===== src/rtl/bg_scroll_addr_if.sv =====
`default_nettype none
// ============================================================================
//  Module      : bg_scroll_addr_if
//  Description : Bundles the sequencer, VGA-position and ROM-address signals
//                of the background scroll/address block.
//                master : drives BG_EN, scroll_run, frame_start, pix_valid,
//                         DrawX, DrawY; observes bg_addr, addr_valid, scroll_off
//                slave  : the bg_scroll_addr block (mirror of master)
//  Revision    : 1.0  initial release
// ============================================================================
interface bg_scroll_addr_if #(
  parameter int ADDR_W = 17
);
  logic              BG_EN;
  logic              scroll_run;
  logic              frame_start;
  logic              pix_valid;
  logic [9:0]        DrawX;
  logic [9:0]        DrawY;
  logic [ADDR_W-1:0] bg_addr;
  logic              addr_valid;
  logic [8:0]        scroll_off;

  modport master (
    output BG_EN, scroll_run, frame_start, pix_valid, DrawX, DrawY,
    input  bg_addr, addr_valid, scroll_off
  );

  modport slave (
    input  BG_EN, scroll_run, frame_start, pix_valid, DrawX, DrawY,
    output bg_addr, addr_valid, scroll_off
  );
endinterface
`default_nettype wire


===== src/rtl/bg_scroll_addr.sv =====
`default_nettype none
// ============================================================================
//  Module      : bg_scroll_addr
//  Description : Counts BG_EN rising edges into a frame-synchronous vertical
//                scroll offset and maps DrawX/DrawY to a background ROM
//                address with that offset applied (2-cycle pipeline).
//  Ports       : Clk, Reset (sync, active-high)
//                bus (slave): BG_EN, scroll_run, frame_start, pix_valid,
//                DrawX, DrawY in; bg_addr, addr_valid, scroll_off out
//  Revision    : 1.0  initial release
// ============================================================================
module bg_scroll_addr #(
  parameter int IMG_W          = 320,
  parameter int IMG_H          = 240,
  parameter int SHIFT          = 1,
  parameter int STEP           = 1,
  parameter int TICKS_PER_STEP = 2,
  parameter int ADDR_W         = 17
) (
  input  logic             Clk,
  input  logic             Reset,
  bg_scroll_addr_if.slave  bus
);

  localparam int TCW = (TICKS_PER_STEP > 1) ? $clog2(TICKS_PER_STEP) : 1;
  localparam logic [TCW-1:0]    C_TC_LAST = TCW'(TICKS_PER_STEP - 1);
  localparam logic [9:0]        C_STEP    = 10'(STEP);
  localparam logic [9:0]        C_IMGH10  = 10'(IMG_H);
  localparam logic [10:0]       C_IMGH11  = 11'(IMG_H);
  localparam logic [9:0]        C_IMGW10  = 10'(IMG_W);
  localparam logic [ADDR_W-1:0] C_IMGW_A  = ADDR_W'(IMG_W);

  typedef enum logic [1:0] {
    IDLE = 2'd0,
    RUN  = 2'd1,
    HOLD = 2'd2
  } state_t;

  state_t            state_q, state_d;
  logic              bg_en_q;
  logic [TCW-1:0]    tick_cnt_q, tick_cnt_d;
  logic [8:0]        pending_q, pending_d;
  logic [8:0]        scroll_off_q;
  logic [9:0]        pend_sum;
  logic              tick;

  // Pipeline
  logic [9:0]        xdown, ydown;
  logic [10:0]       row_sum;
  logic [8:0]        row_w;
  logic              v1_w;
  logic [9:0]        col_q;
  logic [8:0]        row_q;
  logic              v1_q;
  logic [ADDR_W-1:0] bg_addr_q;
  logic              addr_valid_q;

  assign tick = bus.BG_EN & ~bg_en_q;

  // Next-state: FSM transitions plus the tick counter / pending offset,
  // which only advance while the FSM is in RUN.
  always_comb begin
    state_d    = state_q;
    tick_cnt_d = tick_cnt_q;
    pending_d  = pending_q;
    pend_sum   = {1'b0, pending_q} + C_STEP;
    case (state_q)
      IDLE: begin
        if (bus.frame_start) state_d = RUN;
      end
      RUN: begin
        if (!bus.scroll_run) state_d = HOLD;
        if (tick) begin
          if (tick_cnt_q == C_TC_LAST) begin
            tick_cnt_d = '0;
            // STEP < IMG_H, so one subtract brings the sum back in range.
            pending_d  = (pend_sum >= C_IMGH10) ? 9'(pend_sum - C_IMGH10)
                                                : pend_sum[8:0];
          end else begin
            tick_cnt_d = tick_cnt_q + TCW'(1);
          end
        end
      end
      HOLD: begin
        if (bus.scroll_run) state_d = RUN;
      end
      default: state_d = IDLE;
    endcase
  end

  always_ff @(posedge Clk) begin
    if (Reset) begin
      state_q      <= IDLE;
      bg_en_q      <= 1'b0;
      tick_cnt_q   <= '0;
      pending_q    <= '0;
      scroll_off_q <= '0;
    end else begin
      state_q    <= state_d;
      bg_en_q    <= bus.BG_EN;
      tick_cnt_q <= tick_cnt_d;
      pending_q  <= pending_d;
      // Commit samples the registered pending value, so a step landing in
      // the same cycle shows up only at the following frame_start.
      if (bus.frame_start) scroll_off_q <= pending_q;
    end
  end

  // S1: downscale and apply the offset. Rows that are out of the image are
  // flagged invalid, so the single-subtract wrap only has to be right for
  // in-range rows.
  always_comb begin
    xdown   = bus.DrawX >> SHIFT;
    ydown   = bus.DrawY >> SHIFT;
    row_sum = {1'b0, ydown} + {2'b00, scroll_off_q};
    row_w   = (row_sum >= C_IMGH11) ? 9'(row_sum - C_IMGH11) : row_sum[8:0];
    v1_w    = bus.pix_valid & (xdown < C_IMGW10) & (ydown < C_IMGH10);
  end

  always_ff @(posedge Clk) begin
    if (Reset) begin
      col_q        <= '0;
      row_q        <= '0;
      v1_q         <= 1'b0;
      bg_addr_q    <= '0;
      addr_valid_q <= 1'b0;
    end else begin
      col_q        <= xdown;
      row_q        <= row_w;
      v1_q         <= v1_w;
      // S2: linear address; held when the pixel is not valid.
      if (v1_q) bg_addr_q <= ADDR_W'(row_q) * C_IMGW_A + ADDR_W'(col_q);
      addr_valid_q <= v1_q;
    end
  end

  assign bus.bg_addr    = bg_addr_q;
  assign bus.addr_valid = addr_valid_q;
  assign bus.scroll_off = scroll_off_q;

endmodule
`default_nettype wire


===== src/flat_wrapper.sv =====
// flat-port wrapper written by rule: the top's interface ports become plain ports
module bg_scroll_addr_flat 
#(
  parameter int IMG_W          = 320,
  parameter int IMG_H          = 240,
  parameter int SHIFT          = 1,
  parameter int STEP           = 1,
  parameter int TICKS_PER_STEP = 2,
  parameter int ADDR_W         = 17
)
  (Clk, Reset, bus_BG_EN, bus_scroll_run, bus_frame_start, bus_pix_valid, bus_DrawX, bus_DrawY, bus_bg_addr, bus_addr_valid, bus_scroll_off);
  bg_scroll_addr_if #(.ADDR_W(ADDR_W)) bus_i ();
  input  logic Clk;
  input  logic Reset;
  input wire logic [$bits(bus_i.BG_EN)-1:0] bus_BG_EN;
  input wire logic [$bits(bus_i.scroll_run)-1:0] bus_scroll_run;
  input wire logic [$bits(bus_i.frame_start)-1:0] bus_frame_start;
  input wire logic [$bits(bus_i.pix_valid)-1:0] bus_pix_valid;
  input wire logic [$bits(bus_i.DrawX)-1:0] bus_DrawX;
  input wire logic [$bits(bus_i.DrawY)-1:0] bus_DrawY;
  output wire logic [$bits(bus_i.bg_addr)-1:0] bus_bg_addr;
  output wire logic [$bits(bus_i.addr_valid)-1:0] bus_addr_valid;
  output wire logic [$bits(bus_i.scroll_off)-1:0] bus_scroll_off;
  assign bus_i.BG_EN = bus_BG_EN;
  assign bus_i.scroll_run = bus_scroll_run;
  assign bus_i.frame_start = bus_frame_start;
  assign bus_i.pix_valid = bus_pix_valid;
  assign bus_i.DrawX = bus_DrawX;
  assign bus_i.DrawY = bus_DrawY;
  assign bus_bg_addr = bus_i.bg_addr;
  assign bus_addr_valid = bus_i.addr_valid;
  assign bus_scroll_off = bus_i.scroll_off;
  bg_scroll_addr #(.IMG_W(IMG_W), .IMG_H(IMG_H), .SHIFT(SHIFT), .STEP(STEP), .TICKS_PER_STEP(TICKS_PER_STEP), .ADDR_W(ADDR_W)) u_core (.Clk(Clk), .Reset(Reset), .bus(bus_i));
endmodule

===== config.mk =====
export PLATFORM = sky130hd
export DESIGN_NAME = bg_scroll_addr_flat
export DESIGN_NICKNAME = d
export VERILOG_FILES = /design/src/rtl/bg_scroll_addr_if.sv /design/src/rtl/bg_scroll_addr.sv /design/src/flat_wrapper.sv
export SDC_FILE = /design/constraint.sdc
export NUM_CORES = 1
export LEC_CHECK = 0
export BUFFER_PORTS_ARGS = -buffer_cell sky130_fd_sc_hd__buf_4
export CAP_MARGIN = 10
export CORE_MARGIN = 2
export CORE_UTILIZATION = 50
export DETAILED_ROUTE_END_ITERATION = 8
export PLACE_DENSITY_LB_ADDON = 0.2
export RECOVER_POWER = 50
export SETUP_SLACK_MARGIN = 0.1
export SLEW_MARGIN = 40
export SYNTH_ARGS = -nofsm -noshare
export SYNTH_HDL_FRONTEND = slang
export SYNTH_SLANG_ARGS = --single-unit

===== constraint.sdc =====
create_clock -name Clk -period 6.55 [get_ports Clk]
set_input_delay 1.31 -clock Clk [delete_from_list [all_inputs] [get_ports Clk]]
set_output_delay 1.31 -clock Clk [all_outputs]
set_load 0.02 [all_outputs]

Word-level counts from Yosys, hierarchy flattened

Cells that the tools add are included.

$add $sub $neg: 6
Multipliers: 1
Magnitude comparators: 4
Equality and inequality tests: 5
Mux-type cells: 7
Bitwise operators: 4
Reductions and logical operators: 4

Operator list:

| operator                                                                             | count |
|---|---|
| 10-bit by 8-bit greater-or-equal comparator with 1-bit output, second input constant | 2 |
| 9-bit two-way mux                                                                    | 2 |
| 9-bit by 8-bit subtractor with 9-bit output, second input constant                   | 2 |
| 17-bit by 10-bit adder with 17-bit output                                            | 1 |
| 9-bit by 3-bit multiplier with 11-bit output, second input constant                  | 1 |
| 9-bit by 1-bit adder with 10-bit output, second input constant                       | 1 |
| 9-bit by 9-bit adder with 10-bit output                                              | 1 |
| 9-bit by 8-bit less-than comparator with 1-bit output, second input constant         | 1 |
| 9-bit less-than comparator, second input constant                                    | 1 |
| 2-bit two-way mux                                                                    | 3 |
| 2-bit != test, second input constant                                                 | 3 |
| 2-bit one-hot mux with 3 select lines                                                | 1 |
| 3-bit AND reduction                                                                  | 2 |
| 1-bit bitwise AND                                                                    | 3 |
| 2-bit by 1-bit equality test with 1-bit output, second input constant                | 1 |
| 2-bit equality test, second input constant                                           | 1 |
| 2-bit zero test                                                                      | 1 |
| 2-bit AND reduction                                                                  | 1 |
| 1-bit adder, second input constant                                                   | 1 |
| 1-bit two-way mux                                                                    | 1 |
| 1-bit NOT                                                                            | 1 |

Register bits after elaboration: 60
Input bits: 26
Output and inout bits: 27

Longest topological paths before layout

Gate-level depths: netlist (run 1).

Word-level depth: 3
Depth in mapped cells: 12
Gate-level depth less buffers: 11

Worst setup path after synthesis (run 1)

No wires, ideal clock.

Path kind: input to register
Start point: in bus_DrawY[1]
End point: reg u_core.row_q[7]
Arrival: 3549 ps
Required time: 6478 ps
Path slack: 2930 ps
Stages on the path: 11
Cell sequence: ha_1 -> fa_1 -> a21o_1 -> a21oi_1 -> xnor2_1 -> ha_1 -> nand2_1 -> a311oi_1 -> a32oi_1 -> a31oi_1 -> mux2i_1

Word-level cells in the longest chain between the ends: 3

RTL lines:

| item                                                                                                                         | RTL line              | RTL |
|---|---|---|
| start: declaration                                                                                                           | flat_wrapper.sv:20    | `input wire logic [$bits(bus_i.DrawY)-1:0] bus_DrawY;` |
| 9-bit by 9-bit adder with 10-bit output (*)                                                                                  | bg_scroll_addr.sv:115 | `row_sum = {1'b0, ydown} + {2'b00, scroll_off_q};` |
| 9-bit by 8-bit subtractor with 9-bit output or 10-bit by 8-bit greater-or-equal comparator with 1-bit output (tied branches) | bg_scroll_addr.sv:116 | `row_w = (row_sum >= C_IMGH11) ? 9'(row_sum - C_IMGH11) : row_sum[8:0];` |
| 9-bit two-way mux (*)                                                                                                        | bg_scroll_addr.sv:116 |  |
| end signal: assignment                                                                                                       | bg_scroll_addr.sv:129 | `row_q <= row_w;` |
| end: declaration                                                                                                             | bg_scroll_addr.sv:53  | `logic [8:0] row_q;` |

Every way passes the cells marked *; elsewhere a longest branch is shown, timed or not.
A chain may end at the register's enable or synchronous reset.

==> results.md, run 1 <==
* Max-slew violations at 63
* Clock Sinks at 59
* Footprint of the multi-input gates at approximately 0.0023 sq mm
* Post_cts resized at 0
* Global route overflow at 0
* Cells after Synth at 400
* Top-area cell type share of the netlist area at 32.83%
* Fin. Hold Viols at 0
* CTS Root Cell: clkbuf_8
* Final setup TNS at 0 ps
* Max cap viols at 1
* Quantity of hold-fixing buffers added after cts at 0
* Slew headroom at -69.14%
* Critical R2R Launch: u_core.bus.scroll_off[0]
* Fill cells at around 640
* Number of cell rows at 30
* Core area at a little under 0.007 sq mm
* CP max stage cell: clkbuf_1
* Vias in the first global route at between 2,000 and 3,000
* DR DRC count at 0
* Most instantiated cells after synthesis: dfxtp_1, nor2_1, ha_1
* Largest net degree at the start of global routing at 63
* Vias per inst at ~5.5
* Clock-pin slew on the worst setup and hold paths at around 70 ps
* CP max stage delay at ~1800 ps
* CP Depth at 6
* Worst path bufs/invs at 2
* Family with the most delay on the worst path: buffers and inverters
* Critical Path Fanout Max at 62
* WL/cell at approximately 14 microns
* First-pass GRT wire length at roughly 12 mm
* VDD IR max at roughly 130 uV
* Seq. cell area at between 0.001 and 0.0015 sq mm
* Port buffer count at 50
* Ys flop type: dfxtp_1
* Worst EP arrival at around 4400 ps
* EDFF count, synth at 0
* Synth warn at 0
* R2R setup slack at 3510 ps
* FF-to-FF End: u_core.row_q[4]
* Share of layout cells above drive strength 1 at 18.79%
* Path category of the worst min-delay check: reg2reg
* Detailed placement HPWL at 5.503 mm
* Post-synth ARST share at 0%
* PD cells at 218.1 mW/mm^2
* Netlist cell types at 67
* Final #Nets at 501
* Outcome: finished, violations left
* Sequential fraction of the synthesis area at 32.83%
* Drt pass-1 iters at 4
* Max Fclk at ~240 MHz
* Crit path required time at approximately 6800 ps
* Synthesized Nets at between 400 and 500
* Total CTS buffers at 9
* Synth top area cells: dfxtp_1, ha_1, mux2i_1
* Worst Setup End Kind: flop
* Clk_lat worst skew at 350 ps
* Final period utilization at 64.60%
* Cell Area, Synth at roughly 0.0036 sq mm
* Initial Util at 52.37%
* Syn Area/Cell at roughly 9.0 sq um
* Die X at 88.82 microns
* Most common cell in the netlist: dfxtp_1
* Clock Skew at approximately 13 ps
* H-tree depth at 3
* Initial antenna violation count at 0
* Critical path type: in2reg
* RSZ-0062 raised after global routing: false
* CTS Buffer Depth at 2
* Leakage at 0.001752 uW
* Synth Register Bits at 59
* Hold Slack at around 470 ps
* Antenna cells at 0
* Final setup violating endpoints at 0
* GR Util All Layers at about 20%
* Die Area at ~0.008 sq mm
* Post-CTS setup repair buffer count at 0
* Critical path capture point: u_core.pending_q[4]
* CTS tree: built
* Final wirelength at ~7.5 mm
* DR vias at 3,005
* Critical Path Source: Reset
* Post-route ant nets at 0
* CP Launch Type: primary input
* Critical path, cell by cell: clkbuf_1 -> inv_1 -> nand3_1 -> a21boi_0 -> nor4_1 -> o221ai_1
* Min cycle time layout at approximately 4200 ps
* Failing checks: max-capacitance violations, max-slew violations
* Worst Reg-to-Reg Cells at 11
* IO Pins at 53
* Synthesis-to-finish area growth at 17.46%
* Iter 0 DRT Violations at approximately 110
* Die height at just under 90 microns
* GP Congestion at around 0.89
* Worst-margin pin slew at ~2500 ps
* Area leader, netlist: dfxtp_1
[worst min-delay path by stage]
stage / startpoint / end / slack (ps) / cells past startpoint
after floorplan: u_core.col_q[0] / u_core.bus.bg_addr[0] / 440 / 2
after global placement: u_core.col_q[3] / u_core.bus.bg_addr[3] / 450 / 2
after detailed placement: u_core.col_q[0] / u_core.bus.bg_addr[0] / 460 / 2
after CTS: u_core.col_q[0] / u_core.bus.bg_addr[0] / 480 / 2
after global routing: u_core.col_q[2] / u_core.bus.bg_addr[2] / 520 / 2
final: u_core.col_q[0] / u_core.bus.bg_addr[0] / 470 / 2
[final cells by class]
cell class                      count  share of cell area, %
Timing Repair Buffer               50                  8.617
Sequential cell                    59                  27.98
Clock buffer                        9                  2.932
Inverter                           17                  1.510
Multi-Input combinational cell    305                  53.75
Tap cell                           96                  2.843
Clock inverter                      7                  2.369
[tightest hold or removal path, stage by stage (launching register included)]
cell and delay [ps]:
dfxtp_1 310, mux2i_1 60, nor2_1 70
[metrics by stage]
stage / worst slack [ps] / instances / cell area (sq um) / util [%] / total power (uW)
after detailed placement: 2522 / 527 / 4013 / 58.42 / 555.5
after CTS: 2851 / 543 / 4237 / 61.68 / 927.8
final: 2318 / 543 / 4225 / 61.51 / 921.4
after floorplan: 2930 / 400 / 3597 / - / 515.7
after global placement: 2557 / 527 / 4011 / 58.40 / 551.6
after global routing: 1873 / 543 / 4225 / 61.51 / 965.3
[sequential cells by signal (all words and copies together), names as in the netlist]
register               count
u_core.bus.addr_valid      1
u_core.bus.bg_addr        17
u_core.v1_q                1
u_core.row_q               9
u_core.pending_q           9
u_core.state_q             2
u_core.tick_cnt_q          1
u_core.bg_en_q             1
u_core.col_q               9
u_core.bus.scroll_off      9
[layout by cell type (no fill, tap or decap), types with 3 or more instances in the layout]
cell and n:
nand3_1 14, nor2b_1 16, a211oi_1 7, ha_1 30, a21oi_1 15, and4_1 4
clkinv_4 3, and2_1 4, nand2_1 22, o211ai_1 3, a21o_1 6, nor4_1 5
dfxtp_1 58, a32oi_1 3, inv_1 17, nor2_1 44, fa_1 3, o21ai_0 6
clkbuf_8 9, o21bai_1 3, xor2_1 10, clkbuf_1 3, mux2i_1 20, and3_1 3
nor3_1 9, a31oi_1 6, nand2b_1 3, buf_4 47, nand4_1 5, or2_2 3
xnor2_1 13, o21a_1 3
[where the power goes]
group | switching (uW) | internal (uW)
clock network | 156 | 216
registers | 11.3 | 373
logic | 89.7 | 74.8
[cell families (layout without fill, tap and decap cells)]
family | after synthesis | after routing | share of synthesized area (%)
xor gates and xnor gates | 24 | 24 | 6.226
DFF | 59 | 59 | 32.83
AOI/OAI and AO/OA | 80 | 80 | 17.32
muxes | 20 | 20 | 5.565
and+or+nand+nor | 148 | 148 | 21.91
adders and majority gates | 33 | 33 | 12.10
buffers and inverters | 36 | 83 | 4.035
[routing by layer]
| metal | up-vias | wire length, microns | GRT usage (%) |
|---|---|---|---|
| met1 | 1387 | 3584 | 25.66 |
| li1 | 1531 | - | - |
| met4 | 0 | 137 | 5.923 |
| met3 | 16 | 390 | 5.784 |
| met5 | - | 0 | 0 |
| met2 | 71 | 3341 | 31.82 |
Power figures use the tool's default switching activity.
==> run 2, diff against run 1 <==
- clock period: 6.55 -> 3.62 ns (I/O delays scaled with it)
==> results.md, run 2 (same netlist as run 1, synthesis figures left out) <==
* Outcome: completed
* Leakage at 0.001745 uW (-0.40%)
* Final #Nets at 501 (unchanged)
* Final setup violating endpoints at 0 (unchanged)
* Vias per inst at 5.440 (-1.7%)
* Clock Skew at 11.71 ps (-1.523 ps)
* Initial Util at 52.37% (unchanged)
* Core area at 0.006869 sq mm (unchanged)
* CTS Root Cell: clkbuf_8
* R2R setup slack at 600 ps (-2910 ps)
* Die height at 88.82 microns (unchanged)
* Post_cts resized at 0 (unchanged)
* Max FFs per register at 17 (unchanged)
* GR Util All Layers at 19.33% (-0.43 points)
* DR DRC count at 0 (unchanged)
* Final setup TNS at 0 ps (unchanged)
* Die Area at 0.007889 sq mm (unchanged)
* Hold Slack at 471.3 ps (-3.414 ps)
* Slew headroom at 30.05% (+99 points)
* Clock-pin slew on the worst setup and hold paths at 70 ps (about the same)
* Synthesis-to-finish area growth at 17.22%
* Hold path cells at 2 (unchanged)
* Worst Reg-to-Reg Cells at 11 (unchanged)
* Clock Sinks at 59 (unchanged)
* Iter 0 DRT Violations at 101 (-4.7%)
* Post-CTS setup repair buffer count at 0 (unchanged)
* Crit path required time at 3880 ps (-2870 ps)
* Port buffer count at 50 (unchanged)
* Critical R2R Launch: u_core.bus.scroll_off[0]
* Total CTS buffers at 9 (unchanged)
* Most frequent cells in the layout: dfxtp_1, nor2_1, buf_4
* Number of cell rows at 30 (unchanged)
* RSZ-0062 raised after global routing: false
* Worst-margin pin slew at 1048 ps (-1489 ps)
* Die X at 88.82 microns (unchanged)
* Worst EP arrival at 3400 ps (-1030 ps)
* Post-route ant nets at 0 (unchanged)
* Detailed placement HPWL at 5.380 mm (-2.2%)
* Max-slew violations at 0 (-100%)
* Largest net degree at the start of global routing at 63 (unchanged)
* PD cells at 395.3 mW/mm^2 (+81%)
* Drt pass-1 iters at 4 (unchanged)
* Final period utilization at 86.63%
* Hold worst-path end: u_core.bus.bg_addr[0]
* Worst Setup End Kind: flop
* Vias in the first global route at 2,638 (-3.3%)
* WL/cell at 13.40 microns (-2.4%)
* CP Launch Type: primary input
* Max Fclk at around 320 MHz
* GP Congestion at 0.8937 (+0.65%)
* Hold path startpoint: u_core.col_q[0]
* H-tree depth at 3 (unchanged)
* Final Non-Filler Cells at 543 (unchanged)
* VDD IR max at 292.7 uV (+130%)
* Share of layout cells above drive strength 1 at 17.90% (-0.89 points)
* Final wirelength at 7.274 mm (-2.4%)
* Cells after DPL at 527 (unchanged)
* Commonest non-fill, non-tap cell in the layout: dfxtp_1
* Max cap viols at 0 (-1)
* CTS tree: built
* Min cycle time layout at ~3100 ps
* First-pass GRT wire length at 11.95 mm (-1.9%)
* Critical path type: in2reg
* Initial antenna violation count at 0 (unchanged)
* Global route overflow at 0 (unchanged)
* Final Core Density at 61.38% (-0.13 points)
* Path category of the worst min-delay check: reg2reg
* DR vias at 2,954 (-1.7%)
* Antenna cells at 0 (unchanged)
* Critical Path Fanout Max at 7 (-89%)
* Clk_lat worst skew at 340 ps (about the same)
* IO Pins at 53 (unchanged)
* Quantity of hold-fixing buffers added after cts at 0 (unchanged)
* CTS Buffer Depth at 2 (unchanged)
* Total power at 1667 uW (+81%)
* Fin. Hold Viols at 0 (unchanged)
* FF-to-FF End: u_core.row_q[7]
run 2: changes by cell type in the layout (fill, tap and decap cells not counted):
cell / previous run / this run
and2_0: 0 / 1
and2_1: 4 / 3
and4bb_1: 0 / 1
and4bb_2: 1 / 0
buf_4: 47 / 44
clkbuf_1: 3 / 5
clkbuf_4: 0 / 1
clkinv_4: 3 / 2
dfxtp_1: 58 / 59
dfxtp_2: 1 / 0
inv_6: 1 / 2
run 2: per-stage QoR:
stage                     setup slack (ps)  instance area [sq um]
after floorplan                      585.8                   3597
after CTS                            518.2                   4237
final                                483.9                   4217
after global placement               238.8                   4011
after global routing                 274.6                   4217
after detailed placement             183.7                   4013
run 2: where the power goes:
part / total (uW) / internal [uW] / switching, uW / leakage, uW
Clock: 677 / 393 / 284 / 0.000114
Sequential: 694 / 675 / 19.7 / 0.000482
Combinational: 295 / 134 / 161 / 0.00115
Total: 1670 / 1200 / 465 / 0.00175
run 2: cell type report:
type                            count  area, sq um
Tap cell                           96        120.1
Clock inverter                      7        100.1
Sequential cell                    59         1181
Clock buffer                        9        123.9
Fill cell                         626         2653
Timing Repair Buffer               50        356.6
Multi-Input combinational cell    305         2271
Inverter                           17        63.81
run 2: worst max-delay path by stage:
stage / depth (start not counted) / to / startpoint / slack [ps]
3_5_place_dp: 12 / u_core.row_q[7] / bus_DrawY[1] / 180
5_1_grt: 12 / u_core.row_q[7] / bus_DrawY[1] / 270
6_report: 12 / u_core.row_q[7] / bus_DrawY[1] / 480
4_1_cts: 12 / u_core.row_q[7] / bus_DrawY[1] / 520
3_3_place_gp: 12 / u_core.row_q[7] / bus_DrawY[1] / 240
2_1_floorplan: 11 / u_core.row_q[7] / bus_DrawY[1] / 590
run 2: layer usage:
metal / vias up / global-route usage, % / share of wire (%)
met5: - / 0 / 0
li1: 1528 / - / -
met2: 75 / 29.51 / 44
met1: 1342 / 26.83 / 49
met3: 9 / 5.597 / 5.7
met4: 0 / 4.959 / 1.3
run 2: worst max-delay path: stages:
cell and delay, ps:
clkbuf_4 110, ha_1 230, fa_1 440, a21o_1 230
a21oi_1 180, xnor2_1 240, ha_1 340, nand2_1 80
a311oi_1 280, a32oi_1 130, a31oi_1 220, mux2i_1 190
